**src/rtl/asy_counter_initiator.sv**
```systemverilog
// Synchronous initiator for the asynchronous counter's four-phase start/ack handshake.
// Synchronises ack, captures the bundled count, and reports done/timeout/txn count.
module asy_counter_initiator #(
   parameter int unsigned SYNC_STAGES = 2,  // ack synchroniser depth, at least 2
   parameter int unsigned TIMEOUT_W   = 8,  // timeout fires after 2^TIMEOUT_W-1 cycles in one phase
   parameter int unsigned CLR_CYCLES  = 2   // clr_n_o low time for a clear request, at least 1
) (
   input  logic       clk,
   input  logic       rst_n,
   input  logic       go_i,
   input  logic       clr_req_i,
   input  logic       ack_i,
   input  logic [3:0] dout_i,
   output logic       start_o,
   output logic       clr_n_o,
   output logic       busy_o,
   output logic       done_o,
   output logic [3:0] data_o,
   output logic       timeout_o,
   output logic [7:0] txn_cnt_o
);

   localparam int unsigned DATA_W = 4;
   localparam int unsigned TXN_W  = 8;
   localparam int unsigned CLR_W  = (CLR_CYCLES > 1) ? $clog2(CLR_CYCLES) : 1;

   localparam logic [TIMEOUT_W-1:0] TMO_MAX  = '1;
   localparam logic [CLR_W-1:0]     CLR_LAST = CLR_W'(CLR_CYCLES - 1);

   typedef enum logic [2:0] {
      S_IDLE,
      S_CLEAR,
      S_REQ,
      S_RELEASE,
      S_ABORT
   } state_t;

   state_t                 state_q, state_d;
   logic [SYNC_STAGES-1:0] sync_q;
   logic                   ack_s;
   logic                   start_q, start_d;
   logic                   clr_n_q, clr_n_d;
   logic                   busy_q, busy_d;
   logic                   done_q, done_d;
   logic [DATA_W-1:0]      data_q, data_d;
   logic                   timeout_q, timeout_d;
   logic [TXN_W-1:0]       txn_q, txn_d;
   logic [TIMEOUT_W-1:0]   tmo_q, tmo_d, tmo_inc;
   logic [CLR_W-1:0]       clr_cnt_q, clr_cnt_d;

   // Ack synchroniser: ack_i shifts in at the bottom, ack_s is the oldest stage.
   always_ff @(posedge clk or negedge rst_n) begin
      if (!rst_n) begin
         sync_q <= '0;
      end else begin
         sync_q <= {sync_q[SYNC_STAGES-2:0], ack_i};
      end
   end

   assign ack_s = sync_q[SYNC_STAGES-1];

   // State and all registered outputs.
   always_ff @(posedge clk or negedge rst_n) begin
      if (!rst_n) begin
         state_q   <= S_IDLE;
         start_q   <= 1'b0;
         clr_n_q   <= 1'b1;
         busy_q    <= 1'b0;
         done_q    <= 1'b0;
         data_q    <= '0;
         timeout_q <= 1'b0;
         txn_q     <= '0;
         tmo_q     <= '0;
         clr_cnt_q <= '0;
      end else begin
         state_q   <= state_d;
         start_q   <= start_d;
         clr_n_q   <= clr_n_d;
         busy_q    <= busy_d;
         done_q    <= done_d;
         data_q    <= data_d;
         timeout_q <= timeout_d;
         txn_q     <= txn_d;
         tmo_q     <= tmo_d;
         clr_cnt_q <= clr_cnt_d;
      end
   end

   // Next-state and next-output logic for the handshake sequencer.
   always_comb begin
      state_d   = state_q;
      start_d   = start_q;
      clr_n_d   = 1'b1;
      done_d    = 1'b0;
      data_d    = data_q;
      timeout_d = timeout_q;
      txn_d     = txn_q;
      tmo_d     = tmo_q;
      clr_cnt_d = clr_cnt_q;
      tmo_inc   = TIMEOUT_W'(tmo_q + 1'b1);

      unique case (state_q)
         S_IDLE: begin
            start_d = 1'b0;
            // A request is held off while the counter still shows ack from before.
            if (go_i && !ack_s) begin
               timeout_d = 1'b0;
               tmo_d     = '0;
               if (clr_req_i) begin
                  state_d   = S_CLEAR;
                  clr_n_d   = 1'b0;
                  clr_cnt_d = '0;
               end else begin
                  state_d = S_REQ;
                  start_d = 1'b1;
               end
            end
         end

         S_CLEAR: begin
            start_d = 1'b0;
            if (clr_cnt_q == CLR_LAST) begin
               state_d = S_REQ;
            end else begin
               clr_n_d   = 1'b0;
               clr_cnt_d = CLR_W'(clr_cnt_q + 1'b1);
            end
         end

         S_REQ: begin
            // Coming from CLEAR, start rises one cycle after clr_n_o returns high;
            // the timeout only runs once start is actually asserted.
            if (!start_q) begin
               start_d = 1'b1;
            end else if (ack_s) begin
               data_d  = dout_i;
               start_d = 1'b0;
               tmo_d   = '0;
               state_d = S_RELEASE;
            end else if (tmo_inc == TMO_MAX) begin
               timeout_d = 1'b1;
               start_d   = 1'b0;
               state_d   = S_ABORT;
            end else begin
               tmo_d = tmo_inc;
            end
         end

         S_RELEASE: begin
            start_d = 1'b0;
            if (!ack_s) begin
               done_d  = 1'b1;
               txn_d   = TXN_W'(txn_q + 1'b1);
               state_d = S_IDLE;
            end else if (tmo_inc == TMO_MAX) begin
               timeout_d = 1'b1;
               state_d   = S_ABORT;
            end else begin
               tmo_d = tmo_inc;
            end
         end

         S_ABORT: begin
            start_d = 1'b0;
            if (!ack_s) begin
               state_d = S_IDLE;
            end
         end

         default: begin
            start_d = 1'b0;
            state_d = S_IDLE;
         end
      endcase

      busy_d = (state_d != S_IDLE);
   end

   assign start_o   = start_q;
   assign clr_n_o   = clr_n_q;
   assign busy_o    = busy_q;
   assign done_o    = done_q;
   assign data_o    = data_q;
   assign timeout_o = timeout_q;
   assign txn_cnt_o = txn_q;

endmodule

```
**config.mk**
```make
export PLATFORM = sky130hd
export DESIGN_NAME = asy_counter_initiator
export DESIGN_NICKNAME = d
export VERILOG_FILES = /design/src/rtl/asy_counter_initiator.sv
export SDC_FILE = /design/constraint.sdc
export NUM_CORES = 1
export LEC_CHECK = 0
export ABC_AREA = 0
export CAP_MARGIN = 15
export CORE_UTILIZATION = 50
export CTS_CLUSTER_SIZE = 20
export DETAILED_ROUTE_END_ITERATION = 8
export GPL_ROUTABILITY_DRIVEN = 0
export PLACE_DENSITY = 0.76
export REMOVE_ABC_BUFFERS = 1
export SLEW_MARGIN = 0
export SYNTH_ARGS = -nofsm -noshare
export SYNTH_HDL_FRONTEND = slang
export SYNTH_SLANG_ARGS = --single-unit
```
**constraint.sdc**
```tcl
create_clock -name clk -period 2.7 [get_ports clk]
set_input_delay 0.54 -clock clk [delete_from_list [all_inputs] [get_ports clk]]
set_output_delay 0.54 -clock clk [all_outputs]
set_load 0.005 [all_outputs]
```
# ---- Word level (Yosys, flattened, before mapping)
# Index checks and enable logic that the tools add are counted.
dict set report word_totals {
  regBits 31
  latchBits 0
  ramBits 0
  romBits 0
  inputBits 9
  output_inout_bits 17
  word_cells 72
  memories 0
}
dict set report op_classes {
  add_sub_neg 3
  n_mul 0
  div_mod_pow 0
  order_cmp 0
  eq_ne 10
  shifts 0
  n_mux 36
  n_bitwise 1
  reduce_logical 11
}
# operator count
set op_table {}
lappend op_table {{$mux 8} 5}
lappend op_table {{$pmux 8 s3} 1}
lappend op_table {{$mux 3} 7}
lappend op_table {{$mux 1} 17}
lappend op_table {{$add 8x1->8 const B} 2}
lappend op_table {{$pmux 3 s5} 1}
lappend op_table {{$ne 2x2->1 const B} 5}
lappend op_table {{$eq 8x8->1 const B} 1}
lappend op_table {{$eq 3x2->1 const B} 2}
lappend op_table {{$pmux 1 s2} 3}
lappend op_table {{$reduce_and 3->1} 2}
lappend op_table {{$reduce_bool 3->1} 2}
lappend op_table {{$reduce_and 5->1} 1}
lappend op_table {{$reduce_and 4->1} 1}
lappend op_table {{$eq 3x1->1 const B} 1}
lappend op_table {{$eq 3x3->1 const B} 1}
lappend op_table {{$logic_not 3->1} 1}
lappend op_table {{$pmux 1 s3} 1}
lappend op_table {{$mux 2} 1}
lappend op_table {{$reduce_and 2->1} 1}
lappend op_table {{$reduce_bool 2->1} 1}
lappend op_table {{$add 1x1->1 const B} 1}
lappend op_table {{$logic_and 1x1->1} 1}
lappend op_table {{$logic_not 1->1} 1}
lappend op_table {{$not 1->1} 1}

# ---- Depth between registers and ports, before layout
dict set report logic_depth {
  depth_word 7
  depth_mapped 7
  ltp_nobuf 7
}

# ---- Least setup slack after synthesis
# No wires, ideal clock.
dict set report synth_path {
  kind {register to register}
  start {reg tmo_q[1]}
  end {reg tmo_q[2]}
  setup_time_ps 125
  arrival_ps 1854
  t_required_ps 2575
  setup_slack_ps 721
  path_stages_with_launch 7
  n_path_buf 0
  synth_period_minus_slack_ps 1979
  cell_sequence {dfrtp_1 > ha_1 > and3_1 > nand4_1 > a222oi_1 > nand2b_1 > o21ai_1}
}
dict set report synth_via {
  elab_chain_cells 6
  elab_cells_between_ends 7
  classes_between {1 x add/sub; 1 x eq/ne; 5 x mux}
}
# item line_no
set synth_lines {}
lappend synth_lines {{start, declared} 48} ;# logic [TIMEOUT_W-1:0] tmo_q, tmo_d, tmo_inc;
lappend synth_lines {{start signal, assigned} 84} ;# tmo_q <= tmo_d;
lappend synth_lines {{$add 8x1->8 *} 100} ;# tmo_inc = TIMEOUT_W'(tmo_q + 1'b1);
lappend synth_lines {{$eq 8x8->1} {140, 155}}
lappend synth_lines {{$mux 8 *} {140, 155}}
lappend synth_lines {{$mux 8} 135} ;# end else if (ack_s) begin
lappend synth_lines {{$mux 8} 133} ;# if (!start_q) begin
lappend synth_lines {{$pmux 8 s3 *} 102} ;# unique case (state_q)
# Mark *: on every way between the ends. The rest lies on a longest branch, timed or not. The select of a mux whose other input is x is not followed.
# A chain may end at the register's enable or synchronous reset.

# ---- Worst setup path in the final report
dict set report layout_path {
  start {reg tmo_q[1]}
  end {reg tmo_q[0]}
}
dict set report layout_via {
  elab_chain_cells 6
  elab_cells_between_ends 7
  classes_between {1 x add/sub; 1 x eq/ne; 5 x mux}
}
# item line_no
set layout_lines {}
lappend layout_lines {{$add 8x1->8 *} 100}
lappend layout_lines {{$eq 8x8->1 *} {140, 155}}
lappend layout_lines {{$mux 8 *} n/a}
lappend layout_lines {{$mux 8 (2 in series)} n/a}
lappend layout_lines {{$pmux 8 s3 *} n/a}
# Marks and branches as above.

==> key figures <==
Outcome
  – Status: finished, final reports clean

Placed design
  – IO buf count: 25
  – DP Cell Count: 198
  – Post-Place Cell Area: between 1500 and 2000 µm²
  – Detailed Place HPWL: ~2100 µm

STA
  – FMAX: approximately 0.48 GHz
  – Fin Clk Skew: about 0.0036 ns
  – Slew @ Worst Pin: ~0.53 ns
  – Final Cycle Share: between 70% and 80%
  – Unrepaired setup endpoints after global routing: false
  – Final Hold Fails: 0
  – Post-route setup TNS: 0 ns
  – Final period demand of the worst path: between 2 and 2.5 ns
  – # setup viols final: 0
  – Worst slew margin: about 64%
  – Slew Limit Fails: 0

Floorplanning
  – Starting density of the core: a little over half
  – Die area: roughly 3200 µm²
  – Die width: 56.7 µm
  – Die H: between 50 and 60 µm
  – Rows: 19
  – Core area: 2810 µm²
  – Top Ports: 26

Worst setup path
  – Crit-path max FO: 7
  – Reg-to-Reg End: tmo_q[0]
  – Worst setup EP type: flip-flop
  – Startpoint Class: flip-flop
  – Stages on worst setup path: 7
  – Worst setup path endpoint: tmo_q[0]
  – Critical path, cell by cell: ha_1 > and3_1 > nand4_1 > a222oi_1 > buf_4 > nand2b_1 > a21oi_1
  – R2R Setup Slk: between 0.6 and 0.7 ns
  – Top Family by Delay on Critical Path: simple AND/OR/NAND/NOR gates
  – Buf/Inv on CP: 1
  – Crit path max-delay cell type: dfrtp_1
  – Critical path startpoint: tmo_q[1]
  – Critical Path AT: 2.29 ns
  – CP Data Required Time: ~2.9 ns
  – Reg2reg path depth: 7
  – Kind of critical path: reg2reg
  – Reg2reg start: tmo_q[1]
  – Largest stage delay on the critical path: ~0.44 ns

GRT
  – First-pass GRT wire length: between 4000 and 5000 µm
  – Total gr overflow: 0
  – GRT Resource Usage Total: between 20% and 30%
  – Number of global-route vias before repair: 1137
  – Pin count of the biggest net entering global routing: 32
  – Initial antenna violation count: 0

Power
  – Worst IR Drop VDD: 657 µV
  – LEAKAGE: between 0.7 and 0.8 nW
  – Cell Pwr Density: about 970 nW/µm²

Clocking
  – CTS root buf: clkbuf_4
  – Clk_lat worst skew: 0.33 ns
  – Clk slew on worst S/H paths: about 0.090 ns
  – CTS tree: done
  – # hold bufs at CTS: 0
  – Num CTS Buffers: 5
  – Max Root-Sink Buffers: 2
  – Setup bufs post-CTS: 0
  – Htree depth: 2
  – CTS Sinks: 31
  – Post-CTS Resized: 0

Final layout
  – Post-Layout Inst Area: approximately 1900 µm²
  – Non-Filler Instances: a little over 200
  – Area growth syn-to-layout: 25.1%
  – Antenna Cells: 0
  – Nets: 186
  – Layout cell share with drive strength beyond 1: a little over a tenth

Route
  – Initial drt markers: 55
  – Vias per inst: between 5 and 6
  – TritonRoute pass-1 iters: 6
  – Remaining DRCs: 0
  – Routed WL per cell: between 10 and 15 µm
  – Detail Route Antenna Nets: 0
  – Routed wire length: about 2900 µm
  – Via count: ~1200

Logic synthesis
  – Top post-synthesis cells by area: dfrtp_1, mux2_2, o21ai_0
  – Flops & latches, synth: 31
  – Post-synthesis cell count: 144
  – Synth top area share: between 50% and 60%
  – Post-synth EDFFs: 0
  – Avg Cell Area, Syn: 10.4 µm²
  – Register area share after synthesis: around 52%
  – Netlist cell types: 40
  – Post-Syn Area: about 1500 µm²
  – Yosys warns: 0
  – Async S/R FF share, synth: between 90% and 100%
  – Top_reg_cell synth: dfrtp_1
  – Cell taking the most area after synthesis: dfrtp_1

Job
  – Max-Cap Viols: 0

Worst hold path
  – Hold crit path type: reg2reg
## how the worst min path moves through the flow
stage | start | to | slack, ns | cells after the start
after global routing | sync_q[0] | sync_q[1] | 0.38 | 0
after detailed placement | sync_q[0] | sync_q[1] | 0.34 | 0
final | sync_q[0] | sync_q[1] | 0.36 | 0
after global placement | sync_q[0] | sync_q[1] | 0.33 | 0
after floorplan | rst_n | busy_o | 0.24 | 0
after CTS | sync_q[0] | sync_q[1] | 0.36 | 0
## cell usage after synthesis, types with 2 or more instances
cell type,n
and4_1,2
nand4b_1,2
nand3_1,4
nor2_1,7
and3_1,2
dfrtp_1,30
a21oi_1,4
xor2_1,2
a31oi_1,2
o21ai_0,10
or3_1,2
nand3b_1,2
nor2b_1,6
ha_1,3
clkbuf_1,4
nand2b_1,7
nor3_1,2
mux2_2,6
o31ai_1,5
inv_1,5
nand2_1,11
xnor2_1,5
nand4_1,4
## power breakdown
part / switching (mW) / internal, mW
Clock: 0.159 / 0.219
Sequential: 0.148 / 0.607
Combinational: 0.304 / 0.380
## cells in the final DEF, fill, tap and decap left out, drive strengths merged, types with 2 or more instances in the layout
cell type | netlist | layout
o31ai | 5 | 5
nand3b | 2 | 2
buf | 0 | 2
nor3 | 2 | 2
dfrtp | 30 | 30
xnor2 | 5 | 5
inv | 5 | 5
clkdlybuf4s50 | 0 | 25
or2 | 2 | 2
ha | 3 | 3
or3 | 2 | 2
xor2 | 2 | 2
nand2b | 7 | 7
and3 | 2 | 2
nor2 | 7 | 7
clkbuf | 4 | 6
mux2 | 6 | 6
nand2 | 11 | 11
a31oi | 2 | 2
a21oi | 4 | 4
nand4 | 4 | 4
nand3 | 5 | 5
nor2b | 6 | 6
and4 | 2 | 2
o21ai | 11 | 11
nand4b | 2 | 2
a21boi | 2 | 2
## routing by layer
layer	global-route usage, %	share of wire [%]	vias to the layer above
met5	0	0	-
li1	-	-	574
met2	32.3	48	36
met1	25.0	46	571
met4	8.01	1.8	0
met3	6.68	4.8	6
## worst register-to-register path, delay by kind of cell (launching register included)
| family | cells | cell delay (ns) |
|---|---|---|
| and+or+nand+nor | 3 | 0.57 |
| AOI/OAI and AO/OA | 2 | 0.44 |
| DFF | 1 | 0.44 |
| adders and majority gates | 1 | 0.29 |
| buffers and inverters | 1 | 0.21 |
## area by class of cell
class,instances,area [µm²]
Clock inverter,2,35.0
Fill cell,219,932
Tap cell,31,38.8
Inverter,5,18.8
Timing Repair Buffer,27,265
Sequential cell,31,777
Multi-Input combinational cell,104,687
Clock buffer,6,51.3
## flip-flops by register name, indices dropped and copies added (netlist names)
register / flops
busy_o: 1
clr_cnt_q: 1
clr_n_o: 1
data_o: 4
done_o: 1
start_o: 1
state_q: 3
sync_q: 2
timeout_o: 1
tmo_q: 8
txn_cnt_o: 8
## logic make-up after synthesis
logic type / share of synthesized area [%]
buffers and inverters: 2.26
xor gates and xnor gates: 4.09
and+or+nand+nor: 21.7
adders and majority gates: 2.51
muxes: 4.51
AOI/OAI and AO/OA: 13.0
DFF: 51.9
## through the flow
step	power (mW)	hold slack (ns)	setup WS, ns	util [%]
2_1_floorplan	1.12	0.244	0.720	-
3_3_place_gp	1.42	0.331	0.473	63.7
3_5_place_dp	1.45	0.340	0.390	63.7
4_1_cts	1.84	0.364	0.651	66.8
5_1_grt	1.95	0.376	0.493	66.8
6_report	1.82	0.364	0.626	66.8
Note: power is estimated with default switching activity, not from simulation.
